## src/rtl/pipe_pkg.sv

```systemverilog
`default_nettype none
// ============================================================================
// Module      : pipe_pkg
// Description : Shared types and constants for the stall/flush pipeline.
//               Entry layout matches the processor's 16-bit data path and
//               3-bit register file address.
// Revision    : 1.0 - initial parametrised release
// ============================================================================
package pipe_pkg;

    localparam int c_DATA_W   = 16;
    localparam int REG_ADDR_W = 3;

    // One in-flight pipeline entry; packed so it flattens to {data, dst, wr}
    typedef struct packed {
        logic [c_DATA_W-1:0]   data;
        logic [REG_ADDR_W-1:0] dst;
        logic                  wr;
    } entry_t;

    localparam int c_ENTRY_W = $bits(entry_t);

endpackage
`default_nettype wire

```

## src/rtl/pipe_stage_reg.sv

```systemverilog
`default_nettype none
// ============================================================================
// Module      : pipe_stage_reg
// Description : Single elastic register slice: a valid bit plus a flattened
//               entry. Loads when enabled, flush kills the valid bit only.
// Revision    : 1.0 - initial parametrised release
// ============================================================================
module pipe_stage_reg
    import pipe_pkg::*;
#(
    parameter int ENTRY_W = c_ENTRY_W
) (
    input  logic               clk,
    input  logic               reset,
    input  logic               i_load,
    input  logic               i_flush,
    input  logic               i_valid,
    input  logic [ENTRY_W-1:0] i_entry,
    output logic               o_valid,
    output logic [ENTRY_W-1:0] o_entry
);

    logic               r_valid;
    logic [ENTRY_W-1:0] r_entry;

    // Flush only clears the valid bit; the payload may stay stale because
    // nothing downstream looks at it without a valid qualifier.
    always_ff @(posedge clk or negedge reset) begin
        if (!reset) begin
            r_valid <= 1'b0;
            r_entry <= '0;
        end else if (i_flush) begin
            r_valid <= 1'b0;
        end else if (i_load) begin
            r_valid <= i_valid;
            r_entry <= i_entry;
        end
    end

    assign o_valid = r_valid;
    assign o_entry = r_entry;

endmodule
`default_nettype wire

```

## src/rtl/stall_flush_pipe.sv

```systemverilog
`default_nettype none
// ============================================================================
// Module      : stall_flush_pipe
// Description : DEPTH-stage elastic pipeline buffer with valid/ready
//               back-pressure, bubble collapsing, synchronous flush,
//               registered occupancy count and a youngest-first forwarding
//               lookup port. Stage 0 is youngest, stage DEPTH-1 drives out.
// Revision    : 1.0 - initial parametrised release
// ============================================================================
module stall_flush_pipe
    import pipe_pkg::*;
#(
    parameter  int WIDTH = c_DATA_W,
    parameter  int DEPTH = 3,
    parameter  int DST_W = REG_ADDR_W,
    localparam int CNT_W = $clog2(DEPTH + 1)
) (
    input  logic             clk,
    input  logic             reset,
    input  logic             in_valid,
    output logic             in_ready,
    input  logic [WIDTH-1:0] in_data,
    input  logic [DST_W-1:0] in_dst,
    input  logic             in_wr,
    output logic             out_valid,
    input  logic             out_ready,
    output logic [WIDTH-1:0] out_data,
    output logic [DST_W-1:0] out_dst,
    output logic             out_wr,
    input  logic             flush,
    output logic [CNT_W-1:0] count,
    input  logic [DST_W-1:0] q_addr,
    output logic             q_hit,
    output logic [WIDTH-1:0] q_data
);

    localparam int c_ENT_W = WIDTH + DST_W + 1;

    logic [DEPTH-1:0]   w_valid;
    logic [DEPTH-1:0]   w_adv;
    logic [DEPTH-1:0]   w_srcValid;
    logic [DEPTH-1:0]   w_nextValid;
    logic [c_ENT_W-1:0] w_entry    [DEPTH];
    logic [c_ENT_W-1:0] w_srcEntry [DEPTH];
    logic [WIDTH-1:0]   w_data     [DEPTH];
    logic [DST_W-1:0]   w_dst      [DEPTH];
    logic [DEPTH-1:0]   w_wr;
    logic [CNT_W-1:0]   w_nextCount;
    logic [CNT_W-1:0]   r_count;
    logic               w_hit;
    logic [WIDTH-1:0]   w_qData;

    // Move enables ripple from the output back: a stage may load if it is
    // empty or its own occupant moves on this edge.
    always_comb begin
        logic a;
        a = ~w_valid[DEPTH-1] | out_ready;
        w_adv[DEPTH-1] = a;
        for (int i = DEPTH - 2; i >= 0; i--) begin
            a = ~w_valid[i] | a;
            w_adv[i] = a;
        end
    end

    assign in_ready = w_adv[0] & ~flush & reset;

    generate
        for (genvar i = 0; i < DEPTH; i++) begin : g_stage
            if (i == 0) begin : g_head
                assign w_srcValid[i] = in_valid;
                assign w_srcEntry[i] = {in_data, in_dst, in_wr};
            end else begin : g_body
                assign w_srcValid[i] = w_valid[i-1];
                assign w_srcEntry[i] = w_entry[i-1];
            end

            pipe_stage_reg #(
                .ENTRY_W (c_ENT_W)
            ) u_stage (
                .clk     (clk),
                .reset   (reset),
                .i_load  (w_adv[i]),
                .i_flush (flush),
                .i_valid (w_srcValid[i]),
                .i_entry (w_srcEntry[i]),
                .o_valid (w_valid[i]),
                .o_entry (w_entry[i])
            );

            assign w_data[i] = w_entry[i][c_ENT_W-1 -: WIDTH];
            assign w_dst[i]  = w_entry[i][DST_W:1];
            assign w_wr[i]   = w_entry[i][0];
        end
    endgenerate

    // Next-state valid bits mirror what each stage will hold after the edge.
    always_comb begin
        w_nextValid = '0;
        for (int i = 0; i < DEPTH; i++) begin
            w_nextValid[i] = flush ? 1'b0 : (w_adv[i] ? w_srcValid[i] : w_valid[i]);
        end
    end

    // Population count of the next-state valid bits.
    always_comb begin
        w_nextCount = '0;
        for (int i = 0; i < DEPTH; i++) begin
            w_nextCount = w_nextCount + CNT_W'(w_nextValid[i]);
        end
    end

    // Occupancy register.
    always_ff @(posedge clk or negedge reset) begin
        if (!reset) begin
            r_count <= '0;
        end else begin
            r_count <= w_nextCount;
        end
    end

    // Forwarding lookup: scan oldest to youngest so the youngest match wins.
    always_comb begin
        w_hit   = 1'b0;
        w_qData = '0;
        for (int i = DEPTH - 1; i >= 0; i--) begin
            if (w_valid[i] && w_wr[i] && (w_dst[i] == q_addr)) begin
                w_hit   = 1'b1;
                w_qData = w_data[i];
            end
        end
    end

    assign count     = r_count;
    assign q_hit     = w_hit;
    assign q_data    = w_qData;
    assign out_valid = w_valid[DEPTH-1];
    assign out_data  = w_data[DEPTH-1];
    assign out_dst   = w_dst[DEPTH-1];
    assign out_wr    = w_wr[DEPTH-1];

endmodule
`default_nettype wire

```

## config.mk

```make
export PLATFORM = sky130hd
export DESIGN_NAME = stall_flush_pipe
export DESIGN_NICKNAME = d
export VERILOG_FILES = /design/src/rtl/pipe_pkg.sv /design/src/rtl/pipe_stage_reg.sv /design/src/rtl/stall_flush_pipe.sv
export SDC_FILE = /design/constraint.sdc
export NUM_CORES = 1
export LEC_CHECK = 0
export BUFFER_PORTS_ARGS = -buffer_cell sky130_fd_sc_hd__buf_2
export CORE_MARGIN = 5
export CORE_UTILIZATION = 28
export DETAILED_ROUTE_END_ITERATION = 7
export MAX_ROUTING_LAYER = met4
export SETUP_SLACK_MARGIN = 0.1
export SLEW_MARGIN = 20
export SYNTH_ARGS = -nofsm -noshare
export SYNTH_HDL_FRONTEND = slang
export SYNTH_SLANG_ARGS = --single-unit
export TNS_END_PERCENT = 30
```

## constraint.sdc

```tcl
create_clock -name clk -period 4 [get_ports clk]
set_input_delay 0.6 -clock clk [delete_from_list [all_inputs] [get_ports clk]]
set_output_delay 0.6 -clock clk [all_outputs]
set_load 0.02 [all_outputs]
```

==> results of run 1 <==
==> layout by cell type (no fill, tap or decap), types with 2 or more instances in the layout <==
| cell | count |
|---|---|
| buf_2 | 68 |
| mux2_2 | 60 |
| buf_4 | 5 |
| nor4_4 | 2 |
| nand3_1 | 15 |
| a31oi_1 | 17 |
| nand2_1 | 19 |
| clkbuf_8 | 11 |
| xor2_1 | 9 |
| clkbuf_1 | 3 |
| nor2_1 | 20 |
| dfrtp_1 | 65 |
==> state kept, by name (all words and copies together), names as in the netlist <==
name,flops
count,2
g_stage.u_stage.o_valid,3
g_stage.u_stage.o_entry,60
==> final cells by class <==
type,instances,area [um2],share of cell area
multi-input cells,153,1230,0.345
clock buffers,14,163,0.0456
flip-flops and latches,65,1630,0.456
repair buffers,73,378,0.106
well taps,136,170,0.0477
==> synth_stat cells <==
| master | instances | share of area |
|---|---|---|
| buf_2 | 11 | 0.019 |
| fa_1 | 1 | 0.0069 |
| or3b_2 | 1 | 0.0030 |
| xor2_1 | 9 | 0.027 |
| buf_6 | 2 | 0.0077 |
| nor2_1 | 21 | 0.027 |
| clkbuf_2 | 1 | 0.0017 |
| nand3_2 | 1 | 0.0034 |
| nor4_4 | 2 | 0.015 |
| nand2_1 | 19 | 0.024 |
| nor2b_1 | 1 | 0.0021 |
| dfrtp_1 | 65 | 0.56 |
| and2_1 | 1 | 0.0021 |
| nand3_1 | 15 | 0.026 |
| mux2_2 | 60 | 0.23 |
| a21oi_1 | 2 | 0.0034 |
| a31oi_1 | 18 | 0.039 |
| or4_1 | 2 | 0.0051 |
==> path summary, 6_finish.rpt <==
path | from | endpoint | slack [ns] | cells after the start
min reg2reg | g_stage[0].u_stage.o_entry[5]$_DFFE_PN0P_ | g_stage[1].u_stage.o_entry[5]$_DFFE_PN0P_ | 0.53 | 1
max | g_stage[1].u_stage.o_valid$_DFF_PN0_ | q_data[3] | 0.97 | 5
min in group clk | in_data[3] | g_stage[0].u_stage.o_entry[7]$_DFFE_PN0P_ | 0.49 | 2
max reg2reg | g_stage[2].u_stage.o_valid$_DFF_PN0_ | g_stage[2].u_stage.o_entry[14]$_DFFE_PN0P_ | 2.06 | 4
min | reset | g_stage[0].u_stage.o_entry[16]$_DFFE_PN0P_ | 0.43 | 2
max in group asynchronous | reset | g_stage[0].u_stage.o_entry[1]$_DFFE_PN0P_ | 2.97 | 2
==> power groups by stage <==
stage / sequential [W] / combinational (W) / clock (W)
finish: 0.000829 / 0.000305 / 0.000485
global route: 0.000843 / 0.000333 / 0.000540
CTS: 0.000830 / 0.000312 / 0.000514
detailed placement: 0.000842 / 0.000312 / 0
global placement: 0.000837 / 0.000306 / 0
floorplan: 0.000879 / 0.000147 / 0
==> worst max-delay path, cell delays in order (launching register included) <==
cell	delay [ns]
dfrtp_1	0.49
nand2_1	0.16
or4_1	0.88
nand3_1	0.24
a31oi_1	0.11
buf_2	0.20
==> stage by stage <==
step           instance area, um2  std cells  hold WS, ns  total power, W
4_1_cts                      3570        441        0.460         0.00166
2_1_floorplan                2920        232        0.304         0.00103
3_5_place_dp                 3410        427        0.521         0.00115
5_1_grt                      3570        441        0.464         0.00172
6_report                     3570        441        0.430         0.00162
3_3_place_gp                 3410        427        0.508         0.00114
==> metal layers <==
| metal | routed length, um | share of wire |
|---|---|---|
| met1 | 3170 | 0.45 |
| met2 | 3120 | 0.45 |
| met3 | 460 | 0.066 |
| met4 | 225 | 0.032 |
| met5 | 0 | 0 |
==> kinds of logic (layout without fill, tap and decap cells) <==
kind of cell,Yosys count,in the layout
mux,60,60
fa+ha+maj,1,1
flops,65,65
compound gates,20,20
buf+inv,14,87
xor+xnor,9,9
simple gates,63,63
==> results.tsv, run 1 <==
stage	metric	value	unit
grt	met3 Track Usage GR	0.0350	
sta	Worst Max-Slew Pin Slew	0.904	ns
sta	Slew Viols, Final	0	
sta	final setup fails	0	
clock_network	clk sinks	65	
floorplanning	Die Y	112	um
power_and_ir_drop	P_int	0.00115	W
logic_synthesis	Avg Synthesized Cell Area	12.6	um2
grt	GRT met1 Usage	0.147	
logic_synthesis	fraction of synthesized area in multiplexers	0.231	
clock_network	root buf cell	clkbuf_8	
route	drt drc	0	
logic_synthesis	synthesized area	2920	um2
logic_synthesis	Synth Area in Compound Gates	0.0420	
critical_path	Crit. End Element	output port	
route	Final ANT Viol Nets	0	
sta	final worst-path cycle share	0.757	
sta	relative slew slack	0.397	
sta	setup ws final	0.972	ns
clock_network	hold buffer count at cts	0	
logic_synthesis	largest family of logic cells by synthesized area	multiplexers	
final_layout	share of layout cells above drive strength 1	0.498	
sta	Fin. Hold Viols	0	
grt	first-pass GRT wire length	11400	um
clock_network	postcts setup bufs	0	
route	DR vias/cell	4.65	
grt	Most Used Layer, Global Route	met2	
grt	largest net degree at the start of global routing	66	
critical_path	crit start category	register	
power_and_ir_drop	clock power share	0.299	
logic_synthesis	flops & latches, synth	65	
floorplanning	Die Wd	112	um
sta	setup_tns	0	ns
route	via count	2051	
logic_synthesis	Mapped Cells	232	
power_and_ir_drop	switching share of power	0.292	
critical_path	CP required	3.40	ns
grt	total gr overflow	0	
route	First-pass DRT Iterations	4	
logic_synthesis	Synth Area in Simple Gates	0.108	
power_and_ir_drop	VDD IR max	0.143	mV
place	RePlAce Congestion	0.755	
place	Place WS	0.895	ns
sta	Period minus WS final	3.03	ns
route	drt wl/cell	15.8	um
clock_network	CTS H-tree lvls	3	
floorplanning	core area	10200	um2
clock_network	clock-pin slew on the worst setup and hold paths	0.07	ns
grt	vias in the first global route	2167	
logic_synthesis	Synthesis Warnings	0	
clock_network	post-CTS resize count	0	
clock_network	CTS tree	yes	
power_and_ir_drop	Psw	0.000473	W
sta	FMAX	330	MHz
floorplanning	starting density of the core	0.285	
grt	met2 Use GR	0.178	
critical_path	Critical Path Fanout Max	16	
floorplanning	cell row count	37	
sta	unrepaired setup endpoints after global routing	false	
route	Detailed Route Iter0 Violations	75	
final_layout	# diodes	0	
final_layout	layout net count	331	
clock_network	Clk Latency, worst-skew pair	0.34	ns
logic_synthesis	Synth Area in XOR/XNOR	0.0270	
clock_network	Num CTS Buffers	9	
floorplanning	io pins	69	
clock_network	Max clock buf depth	2	
logic_synthesis	unique cell type count in the Yosys netlist	18	
critical_path	Critical Path AT	2.43	ns
final_layout	Finished Core Util	0.349	
flow_run	max-cap violations	0	
logic_synthesis	syn nets	261	
final_layout	FILL cells	1024	
sta	Clock Skew	0.00546	ns
floorplanning	DIE AREA	12600	um2
power_and_ir_drop	LEAKAGE	1.59	nW
grt	Tot GR Track Use	0.120	
grt	number of antenna violations at the first check in global routing	0	
power_and_ir_drop	PwrDens	453	nW/um2
hold_path	worst min path class	input port to async pin	
place	Port Buffers	68	
logic_synthesis	adder-cell share of the synthesized area	0.00686	
critical_path	WS Path Type	register to output port	
final_layout	Area Overhead vs Synth	22.3	%
logic_synthesis	post-synthesis sequential area ratio	0.557	
route	final WL	6970	um
status	status	completed	
power_and_ir_drop	Flop pwr share	0.512	
power_and_ir_drop	combinational power share	0.188	
No activity file was read; power rests on OpenSTA's default activity.
==> inputs of run 2 (changes only) <==
==> constraint.sdc (replaced) <==
create_clock -name clk -period 2.8 [get_ports clk]
set_input_delay 0.42 -clock clk [delete_from_list [all_inputs] [get_ports clk]]
set_output_delay 0.42 -clock clk [all_outputs]
set_load 0.02 [all_outputs]
==> run 2 against run 1 <==
Compared with the run above:
- core utilization increased by 0.16 points
- worst hold slack worse by 0.15 ns
- largest power group unchanged
- critical path depth is the same
- sequential share of layout area shrank 0.21 points
==> results.tsv, run 2 (synthesized netlist as in run 1, its figures left out) <==
stage	metric	value	unit
status	status	completed	
clock_network	clk sinks	65	
final_layout	multi-input combinational cell area	1230	um2
clock_network	CTS H-tree lvls	3	
final_layout	Area Overhead vs Synth	22.8	%
sta	unrepaired setup endpoints after global routing	false	
flow_run	max-cap violations	0	
critical_path	crit start category	register	
power_and_ir_drop	VDD IR max	0.205	mV
clock_network	clock-pin slew on the worst setup and hold paths	0.07	ns
sta	relative slew slack	0.452	
critical_path	CP required	2.38	ns
sta	Fin. Hold Viols	0	
floorplanning	core area	10200	um2
route	Detailed Route Iter0 Violations	131	
sta	Clock Skew	0.00605	ns
final_layout	register area	1630	um2
route	DR vias/cell	4.68	
grt	first-pass GRT wire length	11900	um
sta	Slew Viols, Final	0	
sta	Worst Max-Slew Pin Slew	0.822	ns
clock_network	Num CTS Buffers	9	
sta	final hold slack	0.283	ns
grt	Tot GR Track Use	0.123	
final_layout	share of layout cells above drive strength 1	0.503	
power_and_ir_drop	Flop pwr share	0.519	
sta	final worst-path cycle share	0.907	
critical_path	worst flop-to-flop path startpoint	g_stage[2].u_stage.o_valid$_DFF_PN0_	
final_layout	layout net count	335	
power_and_ir_drop	LEAKAGE	1.60	nW
grt	total gr overflow	0	
critical_path	WS Path Type	register to output port	
place	Port Buffers	68	
sta	setup_tns	0	ns
power_and_ir_drop	switching share of power	0.296	
floorplanning	Die Wd	112	um
route	drt drc	0	
clock_network	CTS tree	yes	
critical_path	Critical Path Fanout Max	33	
clock_network	root buf cell	clkbuf_8	
floorplanning	cell row count	37	
floorplanning	starting density of the core	0.285	
power_and_ir_drop	Psw	0.000676	W
critical_path	FF-to-FF path depth	4	
route	final WL	7020	um
route	drt wl/cell	15.8	um
final_layout	max reg flops	60	
power_and_ir_drop	P_int	0.00161	W
route	via count	2079	
power_and_ir_drop	clock power share	0.289	
route	First-pass DRT Iterations	5	
final_layout	most frequent cells in the layout	68 x buf_2, 65 x dfrtp_1, 60 x mux2_2	
critical_path	RR Endpoint	g_stage[2].u_stage.o_entry[11]$_DFFE_PN0P_	
floorplanning	DIE AREA	12600	um2
place	RePlAce Congestion	0.692	
place	Detailed Place HPWL	4730	um
final_layout	post-route cell area	3590	um2
critical_path	R2R Setup Slk	0.87	ns
critical_path	Crit. End Element	output port	
final_layout	FILL cells	1033	
final_layout	commonest non-fill, non-tap cell in the layout	buf_2	
floorplanning	io pins	69	
power_and_ir_drop	PwrDens	637	nW/um2
grt	vias in the first global route	2275	
floorplanning	Die Y	112	um
sta	FMAX	394	MHz
power_and_ir_drop	combinational power share	0.192	
critical_path	Critical Path AT	2.12	ns
route	Final ANT Viol Nets	0	
sta	final setup fails	0	
sta	Period minus WS final	2.54	ns
grt	largest net degree at the start of global routing	66	
final_layout	# diodes	0	
clock_network	Clk Latency, worst-skew pair	0.33	ns
grt	number of antenna violations at the first check in global routing	0	
clock_network	post-CTS resize count	0	
clock_network	Max clock buf depth	2	
place	Post-DP Area	3430	um2
final_layout	Finished Core Util	0.351	
hold_path	worst min path class	input port to async pin	
-- run 2: changes by cell type in the layout (fill, tap and decap cells not counted), sizes merged --
cell / before / now
buf: 73 / 77
clkbuf: 14 / 12
clkinv: 0 / 1
-- run 2: critical path: stages, from the launching register on --
cell and delay [ns]:
dfrtp_1 0.41, xor2_1 0.15, or4_1 0.52, buf_4 0.26
a31oi_1 0.23, buf_2 0.21
-- run 2: layout make-up --
| type | instances | share of cell area |
|---|---|---|
| Clock inverter | 1 | 0.00140 |
| Tap cell | 136 | 0.0474 |
| Sequential cell | 65 | 0.453 |
| Timing Repair Buffer | 77 | 0.114 |
| Clock buffer | 12 | 0.0405 |
| Multi-Input combinational cell | 153 | 0.344 |
-- run 2: how the worst max path moves through the flow --
stage | startpoint | endpoint | slack, ns | cells past startpoint
CTS | g_stage[1].u_stage.o_valid$_DFF_PN0_ | q_data[7] | 0.19 | 6
detailed placement | q_addr[2] | q_data[7] | 0.44 | 7
floorplan | g_stage[2].u_stage.o_entry[2]$_DFFE_PN0P_ | q_data[10] | 0.55 | 5
finish | g_stage[0].u_stage.o_entry[3]$_DFFE_PN0P_ | q_data[15] | 0.26 | 5
global placement | q_addr[2] | q_data[15] | 0.45 | 6
global route | g_stage[1].u_stage.o_valid$_DFF_PN0_ | q_data[3] | 0.10 | 6
-- run 2: routing by layer --
metal	vias to the layer above	global-route usage	wire [um]	part of all wire
met4	0	0.0393	76	0.011
met1	1047	0.156	3280	0.47
met5	-	-	0	0
met2	57	0.191	3330	0.47
met3	8	0.0345	338	0.048
li1	967	-	-	-
-- run 2: power by group through the flow --
stage / combinational (W) / sequential [W] / clock [W]
6_report: 0.000438 / 0.00118 / 0.000661
5_1_grt: 0.000479 / 0.00121 / 0.000735
4_1_cts: 0.000448 / 0.00118 / 0.000689
3_5_place_dp: 0.000447 / 0.00120 / 0
3_3_place_gp: 0.000438 / 0.00120 / 0
2_1_floorplan: 0.000210 / 0.00126 / 0
-- run 2: timing repair --
action	in CTS	in global routing
endpoints found under the setup margin	0	10
setup buffers	0	1
hold buffers	0	0
-- run 2: metrics by stage --
step / power, W / std cells / worst slack (ns)
5_1_grt: 0.00242 / 444 / 0.102
4_1_cts: 0.00232 / 443 / 0.189
6_report: 0.00228 / 444 / 0.260
3_5_place_dp: 0.00165 / 430 / 0.444
3_3_place_gp: 0.00163 / 430 / 0.447
2_1_floorplan: 0.00147 / 232 / 0.551
==> inputs of run 3 (changes only) <==
==> constraint.sdc (replaced) <==
create_clock -name clk -period 3.25 [get_ports clk]
set_input_delay 0.4875 -clock clk [delete_from_list [all_inputs] [get_ports clk]]
set_output_delay 0.4875 -clock clk [all_outputs]
set_load 0.02 [all_outputs]
==> run 3 against run 2 <==
Compared with the run above:
- combinational power shrank 14%
- flip-flop and latch count unchanged
- clock skew up 0.0012 ns
- first-iteration DRC count fell by 26%
- sequential share of layout area down 0.35 points
- clock-buffer cell count increased by 2
- total power down 10%
- highest routed layer unchanged
- cell count up 0.23%
- worst setup slack better by 0.12 ns
- clock power hardly changed
- sequential power is 14% lower
- via count shrank 1.7%
==> results.tsv, run 3 (synthesized netlist as in run 1, its figures left out) <==
stage	metric	value	unit
route	Met3 Routed Length	314	um
floorplanning	io pins	69	
sta	Clock Skew	0.00723	ns
route	met2 wire len	3080	um
route	DR vias/cell	4.59	
route	Detailed Route Iter0 Violations	97	
sta	final setup fails	0	
final_layout	max reg flops	60	
critical_path	crit-path cells	nand2_1 -> or4_1 -> nand3_1 -> a31oi_1 -> buf_2	
sta	Fin. Hold Viols	0	
power_and_ir_drop	VDD IR max	0.209	mV
place	Port Buffers	68	
final_layout	most frequent cells in the layout	68 x buf_2, 65 x dfrtp_1, 60 x mux2_2	
final_layout	layout net count	333	
clock_network	postcts setup bufs	0	
route	Top Layer Used	met4	
clock_network	CTS tree	yes	
floorplanning	starting density of the core	0.285	
route	via count	2043	
place	Detailed Place HPWL	4660	um
sta	relative slew slack	0.449	
floorplanning	Die Wd	112	um
grt	number of antenna violations at the first check in global routing	0	
clock_network	clock-pin slew on the worst setup and hold paths	0.07	ns
final_layout	# diodes	0	
sta	FMAX	349	MHz
grt	first-pass GRT wire length	11600	um
grt	largest net degree at the start of global routing	66	
clock_network	Clk Latency, worst-skew pair	0.33	ns
route	drt wl/cell	15.2	um
sta	final worst-path cycle share	0.882	
critical_path	Crit-path slowest cell	or4_1	
sta	Period minus WS final	2.86	ns
route	drt drc	0	
clock_network	CTS H-tree lvls	3	
critical_path	crit start category	register	
clock_network	post-CTS resize count	0	
floorplanning	DIE AREA	12600	um2
clock_network	root buf cell	clkbuf_8	
power_and_ir_drop	PwrDens	568	nW/um2
clock_network	Num CTS Buffers	9	
route	wl on met1	3270	um
sta	setup_tns	0	ns
sta	Worst Max-Slew Pin Slew	0.826	ns
critical_path	CP max stage delay	0.86	ns
route	final WL	6760	um
grt	Tot GR Track Use	0.120	
final_layout	commonest non-fill, non-tap cell in the layout	buf_2	
critical_path	Critical Path AT	2.38	ns
critical_path	Critical Path Fanout Max	16	
power_and_ir_drop	LEAKAGE	1.62	nW
route	Final ANT Viol Nets	0	
sta	unrepaired setup endpoints after global routing	false	
sta	final hold slack	0.337	ns
flow_run	max-cap violations	0	
floorplanning	core area	10200	um2
final_layout	Area Overhead vs Synth	23.8	%
hold_path	worst min path class	input port to async pin	
critical_path	Crit. End Element	output port	
clock_network	Max clock buf depth	2	
critical_path	WS Path Type	register to output port	
route	First-pass DRT Iterations	4	
clock_network	clk sinks	65	
grt	vias in the first global route	2254	
critical_path	CP required	2.76	ns
place	RePlAce Congestion	0.751	
grt	total gr overflow	0	
final_layout	share of layout cells above drive strength 1	0.508	
sta	Slew Viols, Final	0	
clock_network	hold buffer count at cts	0	
floorplanning	cell row count	37	
status	status	completed	
floorplanning	Die Y	112	um
## run 3: cell types whose count changed in the layout (fill, tap and decap cells not counted), sizes merged
cell / change
buf: -2
clkbuf: +2
clkinv: +1
## run 3: per-stage QoR
stage                     power (W)  setup slack (ns)  cells  utilization  area [um2]
after floorplan             0.00126             0.921    232            -        2920
after detailed placement    0.00142             0.532    429        0.334        3420
final                       0.00205             0.385    445        0.353        3610
after global routing        0.00217             0.224    445        0.353        3610
after CTS                   0.00210             0.353    445        0.353        3610
after global placement      0.00141             0.558    429        0.334        3420
## run 3: final timing paths
path / startpoint / to / slack (ns) / cells past startpoint
hold / removal: reset / g_stage[0].u_stage.o_entry[15]$_DFFE_PN0P_ / 0.34 / 2
setup reg to reg: g_stage[2].u_stage.o_valid$_DFF_PN0_ / g_stage[1].u_stage.o_entry[17]$_DFFE_PN0P_ / 1.24 / 4
hold reg to reg: g_stage[1].u_stage.o_entry[11]$_DFFE_PN0P_ / g_stage[1].u_stage.o_entry[11]$_DFFE_PN0P_ / 0.53 / 1
min in group clk: in_data[9] / g_stage[0].u_stage.o_entry[13]$_DFFE_PN0P_ / 0.38 / 2
setup / recovery: g_stage[1].u_stage.o_valid$_DFF_PN0_ / q_data[15] / 0.39 / 5
max in group asynchronous: reset / g_stage[1].u_stage.o_entry[2]$_DFFE_PN0P_ / 2.37 / 2
## run 3: layout make-up
cell class,instances,area [um2]
fill,1047,6620
sequential,65,1630
multi-input combinational,153,1230
timing repair buffer,75,393
clock buffer,14,183
tap,136,170
clock inverter,2,10.0
## run 3: routing by layer
metal,global-route usage,up-vias
li1,-,971
met1,0.150,1018
met2,0.186,46
met3,0.0350,8
met4,0.0385,0
met5,-,-
## run 3: worst max-delay path: cells and delay by family, from the launching register on
| kind | cells | cell delay [ns] |
|---|---|---|
| and+or+nand+nor | 3 | 1.24 |
| AOI/OAI and AO/OA | 1 | 0.12 |
| DFF | 1 | 0.49 |
| buffers and inverters | 1 | 0.19 |
## run 3: power breakdown
| group | total, W | internal, W | switching (W) | leakage [nW] |
|---|---|---|---|---|
| Combinational | 0.000375 | 0.000172 | 0.000203 | 0.744 |
| Sequential | 0.00102 | 0.000928 | 0.0000912 | 0.770 |
| Clock | 0.000658 | 0.000359 | 0.000299 | 0.102 |
| Total | 0.00205 | 0.00146 | 0.000593 | 1.62 |
